$ cat src/rtl/btn_debounce.sv
// Push-button conditioner: 2-flop synchronizer, debounce FSM, and press/release/long-hold pulses.
// Every output is registered. The pulses come from one FSM transition each, so no two of them can be high in the same cycle.
module btn_debounce #(
    parameter int DEBOUNCE_CYC = 250_000,
    parameter int LONG_CYC     = 25_000_000,
    parameter bit ACTIVE_LOW   = 1'b1
) (
    input  logic clk_i,
    input  logic rst_i,
    input  logic btn_i,
    output logic btn_o,
    output logic press_o,
    output logic release_o,
    output logic long_o
);
    localparam int DW = $clog2(DEBOUNCE_CYC + 1);
    localparam int LW = $clog2(LONG_CYC + 1);
    localparam logic [DW-1:0] DEB_LAST = DW'(DEBOUNCE_CYC - 1);
    localparam logic [LW-1:0] LONG_MAX = LW'(LONG_CYC);
    localparam logic [LW-1:0] LONG_PEN = LW'(LONG_CYC - 1);
    localparam logic          REL_LVL  = ACTIVE_LOW;

    typedef enum logic [1:0] {
        IDLE         = 2'd0,
        PRESS_WAIT   = 2'd1,
        PRESSED      = 2'd2,
        RELEASE_WAIT = 2'd3
    } state_t;

    state_t          state_reg, state_next;
    logic            sync1_reg, sync2_reg;
    logic            s;
    logic            deb_done;
    logic [DW-1:0]   deb_cnt_reg, deb_cnt_next;
    logic [LW-1:0]   long_cnt_reg, long_cnt_next;
    logic            long_done_reg, long_done_next;
    logic            btn_next, press_next, release_next, long_next;

    // The synchronizer resets to the released pin level, so an idle button produces no event when reset is released.
    always_ff @(posedge clk_i or posedge rst_i) begin
        if (rst_i) begin
            sync1_reg <= REL_LVL;
            sync2_reg <= REL_LVL;
        end else begin
            sync1_reg <= btn_i;
            sync2_reg <= sync1_reg;
        end
    end

    assign s        = ACTIVE_LOW ? ~sync2_reg : sync2_reg;
    assign deb_done = (deb_cnt_reg == DEB_LAST);

    always_ff @(posedge clk_i or posedge rst_i) begin
        if (rst_i) begin
            state_reg     <= IDLE;
            deb_cnt_reg   <= '0;
            long_cnt_reg  <= '0;
            long_done_reg <= 1'b0;
            btn_o         <= 1'b0;
            press_o       <= 1'b0;
            release_o     <= 1'b0;
            long_o        <= 1'b0;
        end else begin
            state_reg     <= state_next;
            deb_cnt_reg   <= deb_cnt_next;
            long_cnt_reg  <= long_cnt_next;
            long_done_reg <= long_done_next;
            btn_o         <= btn_next;
            press_o       <= press_next;
            release_o     <= release_next;
            long_o        <= long_next;
        end
    end

    always_comb begin
        state_next   = state_reg;
        deb_cnt_next = deb_cnt_reg;
        case (state_reg)
            IDLE: begin
                if (s) begin
                    state_next   = PRESS_WAIT;
                    deb_cnt_next = '0;
                end
            end
            PRESS_WAIT: begin
                if (!s)            state_next   = IDLE;
                else if (deb_done) state_next   = PRESSED;
                else               deb_cnt_next = deb_cnt_reg + 1'b1;
            end
            PRESSED: begin
                if (!s) begin
                    state_next   = RELEASE_WAIT;
                    deb_cnt_next = '0;
                end
            end
            RELEASE_WAIT: begin
                if (s)             state_next   = PRESSED;
                else if (deb_done) state_next   = IDLE;
                else               deb_cnt_next = deb_cnt_reg + 1'b1;
            end
            default: state_next = IDLE;
        endcase
    end

    // The long counter holds in RELEASE_WAIT so that a bounce while the button is held only pauses the hold timer.
    always_comb begin
        press_next     = (state_reg == PRESS_WAIT)   && (state_next == PRESSED);
        release_next   = (state_reg == RELEASE_WAIT) && (state_next == IDLE);
        btn_next       = btn_o;
        long_cnt_next  = long_cnt_reg;
        long_done_next = long_done_reg;
        long_next      = 1'b0;
        if (press_next) begin
            btn_next      = 1'b1;
            long_cnt_next = '0;
        end
        if (release_next) begin
            btn_next       = 1'b0;
            long_done_next = 1'b0;
        end
        if ((state_reg == PRESSED) && (long_cnt_reg != LONG_MAX)) begin
            long_cnt_next = long_cnt_reg + 1'b1;
            if ((long_cnt_reg == LONG_PEN) && !long_done_reg) begin
                long_next      = 1'b1;
                long_done_next = 1'b1;
            end
        end
    end
endmodule

$ cat config.mk
export PLATFORM = sky130hd
export DESIGN_NAME = btn_debounce
export DESIGN_NICKNAME = d
export VERILOG_FILES = /design/src/rtl/btn_debounce.sv
export SDC_FILE = /design/constraint.sdc
export NUM_CORES = 1
export LEC_CHECK = 0
export ABC_AREA = 1
export ABC_CLOCK_PERIOD_IN_PS = 2400
export CAP_MARGIN = 20
export CORE_MARGIN = 2
export CORE_UTILIZATION = 41
export DETAILED_ROUTE_END_ITERATION = 10
export GPL_TIMING_DRIVEN = 0
export PLACE_DENSITY_LB_ADDON = 0.15
export SETUP_SLACK_MARGIN = 0.15
export SLEW_MARGIN = 40
export SYNTH_ARGS = -nofsm -noshare
export SYNTH_HDL_FRONTEND = slang
export SYNTH_SLANG_ARGS = --single-unit
export TNS_END_PERCENT = 20
$ cat constraint.sdc
create_clock -name clk_i -period 2.4 [get_ports clk_i]
set_input_delay 0.24 -clock clk_i [delete_from_list [all_inputs] [get_ports clk_i]]
set_output_delay 0.24 -clock clk_i [all_outputs]
set_load 0.02 [all_outputs]
# Word-level counts from Yosys, hierarchy flattened
# Cells that the tools add are included.
[classes]
magnitude_cmp = 0
n_eq_ne = 11
n_shift = 0
add_sub_neg = 2
reduce_logical = 10
n_bitwise = 0
n_mux = 22
n_mul = 0
n_div = 0
[ops]
columns = ["operator", "count"]
rows = [
  ["$mux W18", 5],
  ["$pmux W18 S4", 1],
  ["$mux W25", 2],
  ["$add A25 B1 Y25 const B", 1],
  ["$eq A25 B25 Y1 const B", 1],
  ["$ne A25 B25 Y1 const B", 1],
  ["$add A18 B1 Y18 const B", 1],
  ["$eq A18 B18 Y1 const B", 1],
  ["$mux W2", 6],
  ["$ne A2 B2 Y1 const B", 4],
  ["$pmux W2 S4", 1],
  ["$mux W1", 7],
  ["$eq A2 B2 Y1 const B", 3],
  ["$logic_and A1 B1 Y1", 4],
  ["$logic_not A2 Y1", 2],
  ["$reduce_and A4 Y1", 1],
  ["$reduce_bool A2 Y1", 2],
  ["$eq A2 B1 Y1 const B", 1],
  ["$logic_not A1 Y1", 1],
]
[totals]
regBits = 52
rom_bits = 0
word_cells = 55
ram_bits = 0
out_inout_bits = 4
mem_count = 0
in_bits = 3
latch_bits = 0

# Logic depth before layout (Yosys ltp)
# Gate-level depths: netlist of run 1.
[logic_depth]
word_depth = 9
mapped_depth = 10
ltp_nobuf = 9

# Worst setup path after synthesis of run 1
# OpenSTA, ideal clock, no wires.
[synth_timing]
kind = "register to register"
start = "register deb_cnt_reg[0]"
end = "register long_cnt_reg[2]"
synth_period_minus_slack_ns = 1.668
setup_ns = 0.117
arrival_time_ns = 1.551
stages_incl_launch_ff = 10
path_buffers = 1
slack_ns = 0.732
required_ns = 2.283
path_cell_list = "dfrtp_1 ha_1 inv_1 nor2_4 nand3_1 nor2_4 nand2_2 buf_2 nand3_1 nand2_1"
[synth_via]
elab_chain_cells = 7
elab_cells_between_ends = 9
classes_between = "eq/ne: 2; mux: 5; reduce/logical: 2"
[synth_rtl]
columns = ["element", "line", "source"]
rows = [
  ["start, declared", "34", "logic [DW-1:0] deb_cnt_reg, deb_cnt_next;"],
  ["start signal, assigned", "65", "deb_cnt_reg <= deb_cnt_next;"],
  ["$eq A18 B18 Y1 (*)", "51", "assign deb_done = (deb_cnt_reg == DEB_LAST);"],
  ["$mux W2, on equally long branches", "98, 87", ""],
  ["$mux W2, on equally long branches", "97, 86", ""],
  ["$pmux W2 S4 (*)", "78", "case (state_reg)"],
  ["$eq A2 B2 Y1 (*)", "107", "press_next = (state_reg == PRESS_WAIT) && (state_next == PRESSED);"],
  ["$logic_and A1 B1 Y1 (*)", "107", ""],
  ["$reduce_bool A2 Y1 (no line) (*)", "--", ""],
  ["end signal, assigned", "66", "long_cnt_reg <= long_cnt_next;"],
  ["end, declared", "35", "logic [LW-1:0] long_cnt_reg, long_cnt_next;"],
]
# Mark *: on every way between the ends. The rest lies on a longest branch, timed or not.
# A chain may end at the register's enable or synchronous reset.

# Worst setup path after layout of run 1
[layout_timing]
start = "register deb_cnt_reg[0]"
end = "register long_cnt_reg[6]"
# Same word-level chain as after synthesis.

==> metrics.md, run 1 <==
| Metric | Value |
|---|---|
| Outcome | `finished, final reports clean` |
| Placer Congestion | `0.853` |
| PD cells | `450 nW/µm²` |
| TritonCTS buffer count | `5` |
| CP Capture Type | `flip-flop` |
| Peak Freq | `0.498 GHz` |
| First-pass DRT Iterations | `4` |
| Final Critical Period | `2.01 ns` |
| Hold Buf Count CTS | `0` |
| Post-Syn Area | `3270 µm²` |
| Fin. Hold Viols | `0` |
| Post-Syn Instances | `474` |
| Fraction of layout cells with a size suffix above 1 | `0.0900` |
| Vias in the first global route | `2,673` |
| Initial Utilization | `0.424` |
| Cell at the slowest stage of the critical path | `dfrtp_2` |
| Cell taking the most area after synthesis | `dfrtp_1` |
| Top-area cell type share of the netlist area | `0.382` |
| Final ANT Viol Nets | `0` |
| DRC viols | `0` |
| Wirelength per Cell | `13.6 µm` |
| Synth top cells by count | `nand2_1, nand3_1, nor2_1` |
| Clock Skew | `0.0156 ns` |
| CTS Buffer Depth | `2` |
| Yosys reg bits | `52` |
| GR Overflow Total | `0` |
| Sequential share of the synthesized area | `0.398` |
| Final setup viols | `0` |
| Leak Pwr | `0.00172 µW` |
| Max-slew headroom | `0.686` |
| Post-synthesis average cell area | `6.91 µm²` |
| Worst vdd ir | `0.000237 V` |
| Largest net degree at the start of global routing | `36` |
| Die height | `93.4 µm` |
| Post-detail-place hpwl | `5770 µm` |
| Worst min path class | `primary input to asynchronous set/reset pin` |
| Max FFs per register | `25` |
| Syn nets | `480` |
| Worst setup path class | `flip-flop to flip-flop` |
| H-Tree Depth | `2` |
| Fin worst setup slack | `0.393 ns` |
| Slew Limit Fails | `0` |
| Ant diodes | `0` |
| Fin crit share | `0.836` |
| Detailed-route wire length | `8010 µm` |
| Reg2reg start | `deb_cnt_reg[0]` |
| Io pins | `7` |
| EDFF count, synth | `0` |
| Rows | `32` |
| Vias | `2,982` |
| Initial antenna violation count | `0` |
| RSZ-0062 raised after global routing | `false` |
| Most frequent cell after synthesis | `nand2_1` |
| Die width | `93.4 µm` |
| Crit Path Max Fanout | `10` |
| Clk slew on worst S/H paths | `0.11 ns` |
| Top_reg_cell synth | `dfrtp_1` |
| Cell variety after synth | `27` |
| Clk sinks | `52` |
| CTS tree | `yes` |
| Crit-path max cell delay | `0.44 ns` |
| Hold_ws | `0.199 ns` |
| Area delta synth->final | `10.2%` |
| Reg2Reg Capture Point | `long_cnt_reg[6]` |
| Core Box Area | `7730 µm²` |
| DR iter-0 viols | `224` |
| Port bufs | `6` |
| Arrival @ worst endpoint | `2.22 ns` |
| Top cells by area, synth | `dfrtp_1, nand2_1, nand3_1` |
| Post-synth ARST share | `1.00` |
| Die Footprint | `8710 µm²` |
| Clock root buffer master | `clkbuf_8` |
| Fin util | `0.467` |
| CP startpoint kind | `flip-flop` |
| GRT Util Overall | `0.197` |
| Worst-Margin Slew | `0.470 ns` |
| Cell Chain, Critical Path | `ha_1, inv_1, nor2_4, nand3_1, nor2_4, nand2_2, buf_2, nand3_1, nand2_1` |
| Max-cap viol count | `0` |
| DR vias/cell | `5.05` |
| CP required | `2.61 ns` |
| Fin Setup TNS | `0 ns` |
| Fin nets | `494` |
| YS warnings | `0` |
| Worst skew pair latency | `0.32 ns` |
| Reg2Reg Depth | `9` |
| Dpl ws | `0.351 ns` |
| R2R Setup Slk | `0.39 ns` |
| First-pass GRT wire length | `13,400 µm` |
-- metal layers --
layer	wire, µm	GRT usage
met2	3420	0.288
met3	294	0.0290
met4	56	0.0404
met5	0	0
met1	4240	0.306
-- metrics by stage --
| stage | total power, µW | cells | cell area, µm² |
|---|---|---|---|
| floorplan | 951 | 474 | 3270 |
| global placement | 971 | 582 | 3460 |
| detailed placement | 978 | 583 | 3480 |
| CTS | 1640 | 591 | 3600 |
| global route | 1690 | 591 | 3610 |
| finish | 1620 | 591 | 3610 |
-- cell usage in the layout (no fill, tap or decap), types with 8 or more instances in the layout --
master	instances
o21ai_0	13
dfrtp_1	49
nand3b_1	8
nor2_1	66
or2_2	9
inv_1	36
xor2_1	11
nand4_1	9
nand2_1	156
nand3_1	74
-- timing repair --
action,4_1_cts,5_1_grt
resized for setup,0,1
setup endpoints to repair,0,7
buffers inserted,0,0
-- critical path, delay by kind of cell (launching register included) --
| kind | cells | cell delay [ns] |
|---|---|---|
| buf+inv | 2 | 0.33 |
| flops | 1 | 0.44 |
| fa+ha+maj | 1 | 0.27 |
| simple gates | 6 | 0.86 |
-- worst max-delay path by stage --
stage | cells after the start | endpoint | slack [ns] | startpoint
3_5_place_dp | 9 | long_cnt_reg[6] | 0.35 | deb_cnt_reg[0]
3_3_place_gp | 2 | deb_cnt_reg[14] | -0.20 | rst_i
5_1_grt | 9 | long_cnt_reg[8] | 0.21 | deb_cnt_reg[0]
6_report | 9 | long_cnt_reg[6] | 0.39 | deb_cnt_reg[0]
4_1_cts | 9 | long_cnt_reg[3] | 0.33 | deb_cnt_reg[0]
2_1_floorplan | 9 | long_cnt_reg[2] | 0.73 | deb_cnt_reg[0]
-- cell families (layout without fill, tap and decap cells) --
family / Yosys count / count (layout) / synth area share
buffers and inverters: 50 / 65 / 0.0665
flip-flops: 52 / 52 / 0.398
AO/OA/AOI/OAI: 21 / 21 / 0.0401
XOR/XNOR: 13 / 13 / 0.0348
adder cells (fa/ha/maj): 3 / 3 / 0.0115
AND/OR/NAND/NOR: 335 / 335 / 0.449
-- report_power, final --
| group | switching [µW] | total [µW] | leakage [µW] | internal (µW) |
|---|---|---|---|---|
| Sequential | 10.3 | 896 | 0.000714 | 886 |
| Combinational | 44.5 | 62.6 | 0.000941 | 18.1 |
| Clock | 321 | 663 | 0.0000614 | 342 |
| Total | 376 | 1620 | 0.00172 | 1250 |
-- cell type report --
class                           instances  area, µm²
Fill cell                             786       4120
Multi-Input combinational cell        372       1750
Sequential cell                        52       1310
Inverter                               39        149
Tap cell                              102        128
Clock buffer                            6       82.6
Timing Repair Buffer                    7       80.1
Buffer                                 11       71.3
Clock inverter                          2       38.8
Power figures use the tool's default switching activity.
==> run 2: changes to the inputs <==
Settings changed: ABC_CLOCK_PERIOD_IN_PS 2400 to 1600.
Clock period 2.4 ns to 1.6 ns, I/O delays scaled along.
==> run 2 against run 1 <==
Against the previous run:
- the run now ends with setup timing left
- flip-flop and latch count did not move
- clock skew decreased by 0.0079 ns
- first-iteration DRC count fell by 3.1%
- worst setup slack worse by 0.40 ns
- sequential power increased by 50%
- combinational power increased by 130%
- die area stayed put
- via count up 8.0%
- largest power group unchanged
==> metrics.md, run 2 (synthesized netlist as in run 1, its figures left out) <==
| Metric | Value |
|---|---|
| Outcome | `complete, but fails checks (was finished, final reports clean)` |
| Violated checks | `setup timing` |
| Clock root buffer master | `clkbuf_8 (unchanged)` |
| M1 wire length | `4360 µm (was 4240 µm)` |
| CTS tree | `yes (unchanged)` |
| Worst-Margin Slew | `0.521 ns (was 0.470 ns)` |
| RSZ-0062 raised after global routing | `true (was false)` |
| Crit-path max cell delay | `0.44 ns (about the same)` |
| Die height | `93.4 µm (unchanged)` |
| Initial Utilization | `0.424 (unchanged)` |
| Cell Count, Final, Fillers Out | `627 (was 591)` |
| GR Overflow Total | `0 (unchanged)` |
| Fin nets | `530 (was 494)` |
| Max-cap viol count | `0 (unchanged)` |
| Most common cell after layout, fill and taps aside | `nand2_1 (unchanged)` |
| Post-detail-place hpwl | `6040 µm (was 5770 µm)` |
| DR vias/cell | `5.14 (was 5.05)` |
| Clk slew on worst S/H paths | `0.09 ns (was 0.11 ns)` |
| Worst setup path class | `flip-flop to flip-flop (unchanged)` |
| Fraction of layout cells with a size suffix above 1 | `0.242 (was 0.0900)` |
| Io pins | `7 (unchanged)` |
| Met2 routed WL | `3850 µm (was 3420 µm)` |
| Core Box Area | `7730 µm² (unchanged)` |
| Rows | `32 (unchanged)` |
| First-pass GRT wire length | `14,500 µm (was 13,400 µm)` |
| Clk sinks | `52 (unchanged)` |
| Final Critical Period | `1.61 ns (was 2.01 ns)` |
| # placed instances | `584 (was 583)` |
| CP Capture Type | `flip-flop (unchanged)` |
| Port bufs | `6 (unchanged)` |
| DRC viols | `0 (unchanged)` |
| R2R Setup Slk | `-0.007 ns (was 0.39 ns)` |
| Area delta synth->final | `29.0% (was 10.2%)` |
| TritonCTS buffer count | `5 (unchanged)` |
| Max-slew headroom | `0.652 (was 0.686)` |
| Cell at the slowest stage of the critical path | `dfrtp_2 (unchanged)` |
| Ant diodes | `0 (unchanged)` |
| Reg2Reg Capture Point | `long_cnt_reg[6] (unchanged)` |
| Crit. Startpoint | `long_cnt_reg[0] (was deb_cnt_reg[0])` |
| CP startpoint kind | `flip-flop (unchanged)` |
| First-pass DRT Iterations | `5 (was 4)` |
| CP required | `1.86 ns (was 2.61 ns)` |
| GRT Util Overall | `0.212 (was 0.197)` |
| Leak Pwr | `0.00200 µW (was 0.00172 µW)` |
| DR top layer | `met4 (unchanged)` |
| PD cells | `608 nW/µm² (was 450 nW/µm²)` |
| Commonest non-fill, non-tap cells in the layout | `nand2_1, nor2_1, nand3_1 (was nand2_1, nand3_1, nor2_1)` |
| Slew Limit Fails | `0 (unchanged)` |
| Die width | `93.4 µm (unchanged)` |
| Fin util | `0.546 (was 0.467)` |
| Die Footprint | `8710 µm² (unchanged)` |
| Reg2reg start | `long_cnt_reg[0] (was deb_cnt_reg[0])` |
| Met3 WL | `518 µm (was 294 µm)` |
| Cell Chain, Critical Path | `inv_2, ha_4, nand3b_1, nor2_1, nand2_2, o21ai_4, buf_12, clkbuf_16, nand3_1, nand2_1 (was ha_1, inv_1, nor2_4, nand3_1, nor2_4, nand2_2, buf_2, nand3_1, nand2_1)` |
| Final ANT Viol Nets | `0 (unchanged)` |
| Fin. Hold Viols | `0 (unchanged)` |
| Placer Congestion | `0.882 (was 0.853)` |
| Detailed-route wire length | `8830 µm (was 8010 µm)` |
| Vias | `3,220 (was 2,982)` |
| Fin worst setup slack | `-0.00709 ns (was 0.393 ns)` |
| Worst skew pair latency | `0.31 ns (was 0.32 ns)` |
| Arrival @ worst endpoint | `1.86 ns (was 2.22 ns)` |
| Clock Skew | `0.00762 ns (was 0.0156 ns)` |
| Worst vdd ir | `0.000411 V (was 0.000237 V)` |
| Peak Freq | `0.622 GHz (was 0.498 GHz)` |
| Reg2Reg Depth | `10 (was 9)` |
| Initial antenna violation count | `0 (unchanged)` |
| Vias in the first global route | `2,907 (was 2,673)` |
| H-Tree Depth | `2 (unchanged)` |
| Crit Path Max Fanout | `6 (was 10)` |
| Worst min path class | `primary input to asynchronous set/reset pin (unchanged)` |
| CTS Buffer Depth | `2 (unchanged)` |
| DR iter-0 viols | `217 (was 224)` |
| Max FFs per register | `25 (unchanged)` |
| Wirelength per Cell | `14.1 µm (was 13.6 µm)` |
| Final setup viols | `3 (was 0)` |
| Fin crit share | `1.00 (was 0.836)` |
| Largest net degree at the start of global routing | `21 (was 36)` |
run 2: final cells by class:
| cell class | instances | area, µm² |
|---|---|---|
| Tap cell | 102 | 128 |
| Timing Repair Buffer | 43 | 434 |
| Buffer | 11 | 126 |
| Inverter | 39 | 153 |
| Clock inverter | 2 | 60.1 |
| Sequential cell | 52 | 1320 |
| Multi-Input combinational cell | 372 | 1930 |
| Clock buffer | 6 | 72.6 |
| Fill cell | 739 | 3500 |
run 2: how the worst max path moves through the flow:
stage / endpoint
final: long_cnt_reg[6]
after global routing: long_cnt_reg[6]
after CTS: long_cnt_reg[15]
after detailed placement: long_cnt_reg[24]
after global placement: long_cnt_reg[7]
after floorplan: deb_cnt_reg[3]
run 2: worst max-delay path, delay by kind of cell (launching register included):
family	cells	cell delay, ns
simple gates	5	0.44
buf+inv	3	0.39
fa+ha+maj	1	0.12
compound gates	1	0.17
flops	1	0.44
run 2: timing repair:
item	in CTS	in global routing
setup endpoints to repair	50	52
pin swaps	7	27
hold buffers	0	0
gates cloned	1	3
setup buffers	20	11
resized for setup	13	55
run 2: metrics by stage:
stage,hold WS [ns],total power [µW],TNS (ns),setup slack [ns],area (µm²)
global route,0.244,2660,-2.86,-0.100,4220
global placement,0.352,1470,-6.55,-0.233,3560
floorplan,0.164,1430,0,0.111,3370
CTS,0.236,2560,-0.675,-0.0475,3960
finish,0.229,2570,-0.0137,-0.00709,4220
detailed placement,0.350,1480,-7.77,-0.282,3600
run 2: routing by layer:
layer	vias up	global-route usage
li1	1618	-
met4	0	0.0404
met5	-	0
met2	83	0.317
met1	1511	0.326
met3	8	0.0314
run 2: report_power, final:
part | switching [µW] | total [µW] | internal [µW]
registers | 13.4 | 1340 | 1330
clock network | 458 | 1080 | 626
logic | 82.8 | 141 | 57.8
